### config.mk
export PLATFORM = sky130hd
export DESIGN_NAME = pwm_capture
export DESIGN_NICKNAME = d
export VERILOG_FILES = /design/src/rtl/pwm_capture.sv
export SDC_FILE = /design/constraint.sdc
export NUM_CORES = 1
export LEC_CHECK = 0
export CAP_MARGIN = 40
export CELL_PAD_IN_SITES_DETAIL_PLACEMENT = 2
export CELL_PAD_IN_SITES_GLOBAL_PLACEMENT = 2
export CORE_ASPECT_RATIO = 0.7
export CORE_MARGIN = 2
export CORE_UTILIZATION = 33
export DETAILED_ROUTE_END_ITERATION = 12
export GPL_ROUTABILITY_DRIVEN = 0
export PLACE_DENSITY = 0.8
export SYNTH_ARGS = -nofsm -noshare
export SYNTH_HDL_FRONTEND = slang
export SYNTH_SLANG_ARGS = --single-unit
### constraint.sdc
create_clock -name MClk -period 2.8 [get_ports MClk]
set_input_delay 0.42 -clock MClk [delete_from_list [all_inputs] [get_ports MClk]]
set_output_delay 0.42 -clock MClk [all_outputs]
set_load 0.02 [all_outputs]
### src/rtl/pwm_capture.sv
// PWM gate-pair capture: measures period, high time and dead time of a complementary
// S[0]/S[1] pair and hands each result to a consumer with a Valid/Ack handshake.
module pwm_capture #(
    parameter int unsigned SyncStages   = 2,
    parameter logic [15:0] TimeoutCount = 16'hFFFF
) (
    input  logic        MClk,
    input  logic        RstN,
    input  logic        En,
    input  logic [1:0]  S,
    input  logic        Ack,
    output logic [15:0] Period,
    output logic [15:0] HighTime,
    output logic [15:0] DeadTime,
    output logic        Valid,
    output logic        Fault,
    output logic        Timeout,
    output logic        Overrun,
    output logic [1:0]  DbgState
);

    typedef enum logic [1:0] {
        IDLE = 2'd0,
        HIGH = 2'd1,
        LOW  = 2'd2
    } captureState_t;

    captureState_t state, stateNext;

    logic [SyncStages-1:0] s0Sync, s1Sync;
    logic                  s0, s1, s0Prev, s1Prev;
    logic                  s0Rise, s0Fall;
    logic [15:0]           perCnt, hiCnt, dtCnt;
    logic [15:0]           perNext, hiNext, dtNext;
    logic                  publish, timeoutHit;

    assign s0       = s0Sync[SyncStages-1];
    assign s1       = s1Sync[SyncStages-1];
    assign s0Rise   = s0 & ~s0Prev;
    assign s0Fall   = ~s0 & s0Prev;
    assign DbgState = state;

    // Handshake: a result is offered while Valid=1 and is consumed on any edge
    // that samples Ack=1; a publish that finds Valid=1 and Ack=0 is dropped (Overrun).
    always_comb begin
        stateNext  = state;
        perNext    = perCnt;
        hiNext     = hiCnt;
        dtNext     = dtCnt;
        publish    = 1'b0;
        timeoutHit = 1'b0;
        case (state)
            IDLE: begin
                if (En && s0Rise) begin
                    stateNext = HIGH;
                    perNext   = 16'd1;
                    hiNext    = 16'd1;
                    dtNext    = 16'd0;
                end
            end
            HIGH, LOW: begin
                if (!En) begin
                    stateNext = IDLE;
                end else if (perCnt >= TimeoutCount) begin
                    timeoutHit = 1'b1;
                    stateNext  = IDLE;
                end else if (state == LOW && s0Rise) begin
                    // Closing rise doubles as the opening rise of the next period.
                    publish   = 1'b1;
                    stateNext = HIGH;
                    perNext   = 16'd1;
                    hiNext    = 16'd1;
                    dtNext    = 16'd0;
                end else begin
                    perNext = perCnt + 16'd1;
                    if (state == HIGH) begin
                        if (s0Fall) begin
                            stateNext = LOW;
                        end else begin
                            hiNext = hiCnt + 16'd1;
                        end
                    end else if (s1) begin
                        dtNext = 16'd0;
                    end else if (!s0) begin
                        dtNext = dtCnt + 16'd1;
                    end
                end
            end
            default: stateNext = IDLE;
        endcase
    end

    always_ff @(posedge MClk) begin
        if (!RstN) begin
            s0Sync   <= '0;
            s1Sync   <= '0;
            s0Prev   <= 1'b0;
            s1Prev   <= 1'b0;
            state    <= IDLE;
            perCnt   <= 16'd0;
            hiCnt    <= 16'd0;
            dtCnt    <= 16'd0;
            Period   <= 16'd0;
            HighTime <= 16'd0;
            DeadTime <= 16'd0;
            Valid    <= 1'b0;
            Fault    <= 1'b0;
            Timeout  <= 1'b0;
            Overrun  <= 1'b0;
        end else begin
            s0Sync <= {s0Sync[SyncStages-2:0], S[0]};
            s1Sync <= {s1Sync[SyncStages-2:0], S[1]};
            s0Prev <= s0;
            s1Prev <= s1;
            state  <= stateNext;
            perCnt <= perNext;
            hiCnt  <= hiNext;
            dtCnt  <= dtNext;
            if (s0 && s1) begin
                Fault <= 1'b1;
            end
            if (timeoutHit) begin
                Timeout <= 1'b1;
            end
            if (publish) begin
                if (Valid && !Ack) begin
                    Overrun <= 1'b1;
                end else begin
                    Period   <= perCnt;
                    HighTime <= hiCnt;
                    DeadTime <= dtCnt;
                    Valid    <= 1'b1;
                end
            end else if (Ack) begin
                Valid <= 1'b0;
            end
        end
    end

    // s1Prev completes the per-bit edge register pair; no s1 edge is consumed today.
    logic unusedS1Prev;
    assign unusedS1Prev = s1Prev;

endmodule

==> reports/qor.yml <==
status: "finished, final reports clean"
crit_type: "flip-flop to flip-flop"
htreeDepth: 3
nNetsFinal: 657
drt_iter0_drc: 235
port_buffers: 59
cts_tree: "yes"
cpMaxStageDelayCell: "ha_1"
drtPass1Iterations: 4
die_h_um: 105
synthCells: 594
fmax_mhz: 391
core_area_um2: 14100
detail-route-antenna-nets: 0
row_count: 36
placed_area_um2: 5670
critPathMaxStageDelay_ps: 440
fin_cells: 838
dp.cells: 823
clockBufferDepth: 2
p_switching_uw: 1080
io_pins: 60
synthesis.area_um2: 4840
intPower_uw: 2390
hold_viol_final: 0
design.die.area_um2: 15700
cts_resized: 0
irDropWorstVdd_mv: 0.319
setup_viol: 0
drt-wirelength-per-cell_um: 18.7
avgSynthCellArea_um2: 8.15
finalInstanceArea_um2: 5940
critPathLaunchType: "flip-flop"
max_cap_violations: 0
cts_setup_buffers: 0
num-fill-cells: 1608
drive_above_1_share: 0.0710
grt.overflow.total: 0
powerDensity_nw_per_um2: 584
synth_edf_count: 0
clock_skew_ps: 8.67
routed_wl_mm: 15.6
path_cells: "inv_1, ha_1, nand2b_1, a2111oi_4, o21ai_2, buf_4, or3_1, a21oi_1"
num_vias: 4678
async_flop_share: 0
worst_slack_ps: 240
grt_pass1_vias: 4969
root_buffer: "clkbuf_16"
power.share.combinational: 0.204
yosys_warnings: 0
diodes: 0
worstPathMaxFanout: 13
post-route-min-period_ps: 2560
synth_nets: 607
timing.final.crit_share: 0.914
ys_seq_elements: 107
seqPwrFrac: 0.449
tightest_slew_ps: 827
crit_path_end_kind: "flip-flop"
drv_slew: 0
antenna_found_initial: 0
whs_ps: 438
clock_power_share: 0.347
synth_cell_types: 56
pre_cts_slack_ps: 254
switching_share: 0.312
leakagePower_uw: 0.00196
clk-insertion-delay-late_ps: 350
grt_pass1_wl_mm: 26.6
synth_flop_cell: "dfxtp_1"
yosysSeqAreaShare: 0.442
cts_num_sinks: 107
via_per_inst: 5.58
numCtsBuffers: 9
hold_class: "flip-flop to flip-flop"
cp.arrival_ps: 2840
start_util: 0.342
grt_max_degree: 97
clkSlewWorstSetupHoldPaths_ps: 70
die_width_um: 149
track_usage: 0.210
dp_hpwl_mm: 11.1
drc: 0
rsz0062_at_grt: "no"
setup_tns_ps: 0
slew_headroom: 0.444
cp.required_ps: 3080
cts-hold-fix-buffers: 0
syn2layout_area_growth_pct: 22.7
==> power by group through the flow <==
stage | combinational, uW | clock, uW | sequential [uW]
finish | 708 | 1200 | 1560
CTS | 708 | 1240 | 1560
floorplan | 433 | 0 | 1600
global route | 800 | 1290 | 1560
detailed placement | 696 | 0 | 1590
global placement | 664 | 0 | 1590
==> cells in the final DEF, fill, tap and decap left out, types with 4 or more instances in the layout <==
cell type / n
and2_1: 7
o21a_1: 5
nor2_1: 31
nand2b_1: 10
nand3_1: 75
a211oi_1: 5
nand3b_1: 5
clkdlybuf4s50_1: 58
or3_1: 7
o22ai_1: 9
o31ai_1: 5
inv_1: 9
ha_1: 7
and3_1: 11
nand4_1: 14
o311ai_0: 4
nor4_1: 5
xor2_1: 4
a32o_1: 4
o21ai_0: 59
buf_4: 21
dfxtp_1: 107
nor3_1: 12
o32ai_1: 7
and4_1: 4
a21oi_1: 28
a31oi_1: 5
clkbuf_16: 9
nand2_1: 74
==> routing by layer <==
layer	global-route usage	wire length, um
met5	0	0
met4	0.0333	101
met3	0.0390	563
met2	0.349	7310
met1	0.289	7650
==> critical path: cells and delay by family, from the launching register on <==
kind                     cells  cell delay [ps]
adder cells (fa/ha/maj)      1              440
buffers and inverters        2              320
flip-flops                   1              420
AO/OA/AOI/OAI                3              770
AND/OR/NAND/NOR              2              550
==> Yosys cell counts, types with 7 or more instances <==
cell	instances	area, um2
dfxtp_1	107	2140
nand3_1	75	375
nand2_1	74	278
o21ai_0	59	295
clkbuf_1	33	124
nor2_1	31	116
a21oi_1	28	140
nand4_1	14	87.6
nor3_1	12	60.1
and3_1	11	68.8
nand2b_1	10	62.6
inv_1	9	33.8
o22ai_1	9	56.3
and2_1	7	43.8
ha_1	7	87.6
o32ai_1	7	61.3
or3_1	7	43.8
==> per-stage QoR <==
stage | total power (uW) | utilization
3_5_place_dp | 2290 | 0.401
5_1_grt | 3660 | 0.420
6_report | 3470 | 0.420
2_1_floorplan | 2030 | -
3_3_place_gp | 2260 | 0.401
4_1_cts | 3510 | 0.420
==> state kept, by name, indices dropped and copies added, names as in the netlist <==
register  cells
HighTime     16
Period       16
Overrun       1
s0Sync        2
s1Sync        2
hiCnt        16
Fault         1
Timeout       1
s0Prev        1
perCnt       16
DeadTime     16
DbgState      2
Valid         1
dtCnt        16
==> logic make-up after synthesis <==
| group | count (synthesis) | share of synthesized area |
|---|---|---|
| buf+inv | 50 | 0.0429 |
| flops | 107 | 0.442 |
| compound gates | 158 | 0.210 |
| mux | 1 | 0.00207 |
| fa+ha+maj | 7 | 0.0181 |
| xor+xnor | 4 | 0.00723 |
| simple gates | 267 | 0.277 |
==> area by class of cell <==
| type | instances | area [um2] | area share |
|---|---|---|---|
| clock buffer | 12 | 246 | 0.0415 |
| clock inverter | 3 | 23.8 | 0.00400 |
| inverter | 9 | 33.8 | 0.00568 |
| multi-input combinational | 437 | 2500 | 0.421 |
| sequential | 107 | 2140 | 0.360 |
| tap | 190 | 238 | 0.0400 |
| timing repair buffer | 80 | 758 | 0.128 |
==> worst paths after layout <==
path | startpoint | endpoint | slack [ps] | cells after the start
min reg2reg | s1Sync[0] | s1Sync[1] | 440 | 1
max | DbgState[0] | dtCnt[0] | 240 | 8
max reg2reg | DbgState[0] | dtCnt[0] | 240 | 8
min | s1Sync[0] | s1Sync[1] | 440 | 1
No activity file was read; power rests on OpenSTA's default activity.
==> variant, RTL diff (same flow settings) <==
The parameter `SyncStages` goes from 2 to 4.
--- a/src/rtl/pwm_capture.sv
+++ b/src/rtl/pwm_capture.sv
@@ -1,7 +1,7 @@
 // PWM gate-pair capture: measures period, high time and dead time of a complementary
 // S[0]/S[1] pair and hands each result to a consumer with a Valid/Ack handshake.
 module pwm_capture #(
-    parameter int unsigned SyncStages   = 2,
+    parameter int unsigned SyncStages   = 4,
     parameter logic [15:0] TimeoutCount = 16'hFFFF
 ) (
     input  logic        MClk,
Check against the original RTL: not equivalent (a bounded check fails within 4 cycles, from zero or initial values and one cycle with RstN low).
==> variant against the original RTL <==
  * Sequential cell count up 4
  * Final area increased by 2.4%
  * Global-route usage shrank 0.28 points
  * Wire length up 0.50%
  * Non-clock buffer count unchanged
  * Count of clock-buffer cells in the layout fell by 3
  * Die area rose by 0.50%
  * Total power shrank 0.14%
  * Combinational power shrank 39%
  * Sequential power increased by 3%
  * Setup slack lost 0.0098 ns
  * Area after synthesis rose by 0.52%
  * Critical path type unchanged
  * Critical endpoint is now perCnt[3]$_SDFFE_PN0P_
==> variant: results (changes against the original RTL) <==
Run status
  • Status: finished clean

Pwr
  • Seq pwr share: 46.3% (+1.4 points)
  • Combinational power: 0.000432 W (-39%)
  • Peak VDD IR: 0.288 mV (-9.7%)
  • Static Leak: 1.97 nW (+0.86%)
  • Pint: 0.00252 W (+5.4%)

Placed design
  • Post-DP HPWL: 11.2 mm (+0.34%)
  • DP Worst Slack: 0.154 ns (-0.100 ns)
  • DP Area: 5750 µm² (+1.3%)

Timing
  • Tcrit/Tclk final: 91.8% (+0.35 points)
  • Worst Skew: 0.00813 ns (-0.000540 ns)
  • Tightest Pin Transition: 0.634 ns (-0.193 ns)

Yosys
  • XOR/XNOR Fraction of Synth Area: 1.80% (+1.1 points)
  • Post-synthesis cell type count: 51 (-8.9%)
  • Mux cell area share after synthesis: 0.848% (+0.64 points)
  • Post-Synth Adder-Cell Area: 1.80% (-0.0093 points)
  • Seq/Total Area, Yosys: 45.7% (+1.4 points)
  • Synth Area in Compound Gates: 18.3% (-2.7 points)
  • Largest cells by area after synthesis: dfxtp_1 46%, nand2_1 9.7%, a21oi_1 8.2%
  • Syn_nets: 615 (+1.3%)

Global routing
  • Vias in the first global route: 4995 (+0.52%)
  • Met1 Usage GRT: 27.0% (-2.0 points)
  • Largest net degree at the start of global routing: 40 (-59%)
  • Overall routing resource usage: 20.7% (-0.28 points)
  • M2 GR Usage: 35.6% (+0.69 points)
  • Met3 Use GR: 3.94% (+0.043 points)

Drt
  • Met3 Wirelength: 516 µm (-8.3%)
  • Via density: 5.47 (-2.1%)
  • WL per Instance: 18.4 µm (-1.5%)
  • Met2 Wirelength: 7.70 mm (+5.3%)
  • Initial drt markers: 220 (-6.4%)

Setup path
  • Slowest cell on the critical path: or4_1
  • Setup crit start: perCnt[0]$_SDFFE_PN0P_
  • CP max FO: 8 (-5)
  • Critical path's largest stage delay: 0.74 ns (+0.30 ns)
  • Crit-path leading delay family: simple AND/OR/NAND/NOR gates
  • Setup crit end: perCnt[3]$_SDFFE_PN0P_

Worst hold path
  • Hold Crit Start: s1Sync[1]$_SDFF_PN0_
  • Hold worst-path end: s1Sync[2]$_SDFF_PN0_

Cells and area
  • Antenna fix cells: 0 (unchanged)
[variant: changes by cell type in the layout (fill, tap and decap cells not counted), moves of 6 or more]
cell | unedited run | this run
a21oi_1 | 28 | 80
and2_1 | 7 | 13
nand2_1 | 74 | 126
nand2b_1 | 10 | 4
nand3_1 | 75 | 21
nand4_1 | 14 | 8
o21ai_0 | 59 | 21
o22ai_1 | 9 | 0
o32ai_1 | 7 | 1
or4_1 | 3 | 15
xnor2_1 | 0 | 9
[variant: cell type report]
class	count	area (µm²)
clock buffer	9	225
clock inverter	7	103
fill	1650	8450
timing repair buffer	80	786
multi-input combinational	445	2470
tap	195	244
inverter	8	30.0
sequential	111	2220
[variant: stage by stage]
step | std cells | hold WS, ns
after floorplan | 602 | 0.412
after global placement | 838 | 0.413
after detailed placement | 839 | 0.430
after CTS | 855 | 0.451
after global routing | 855 | 0.453
final | 855 | 0.443
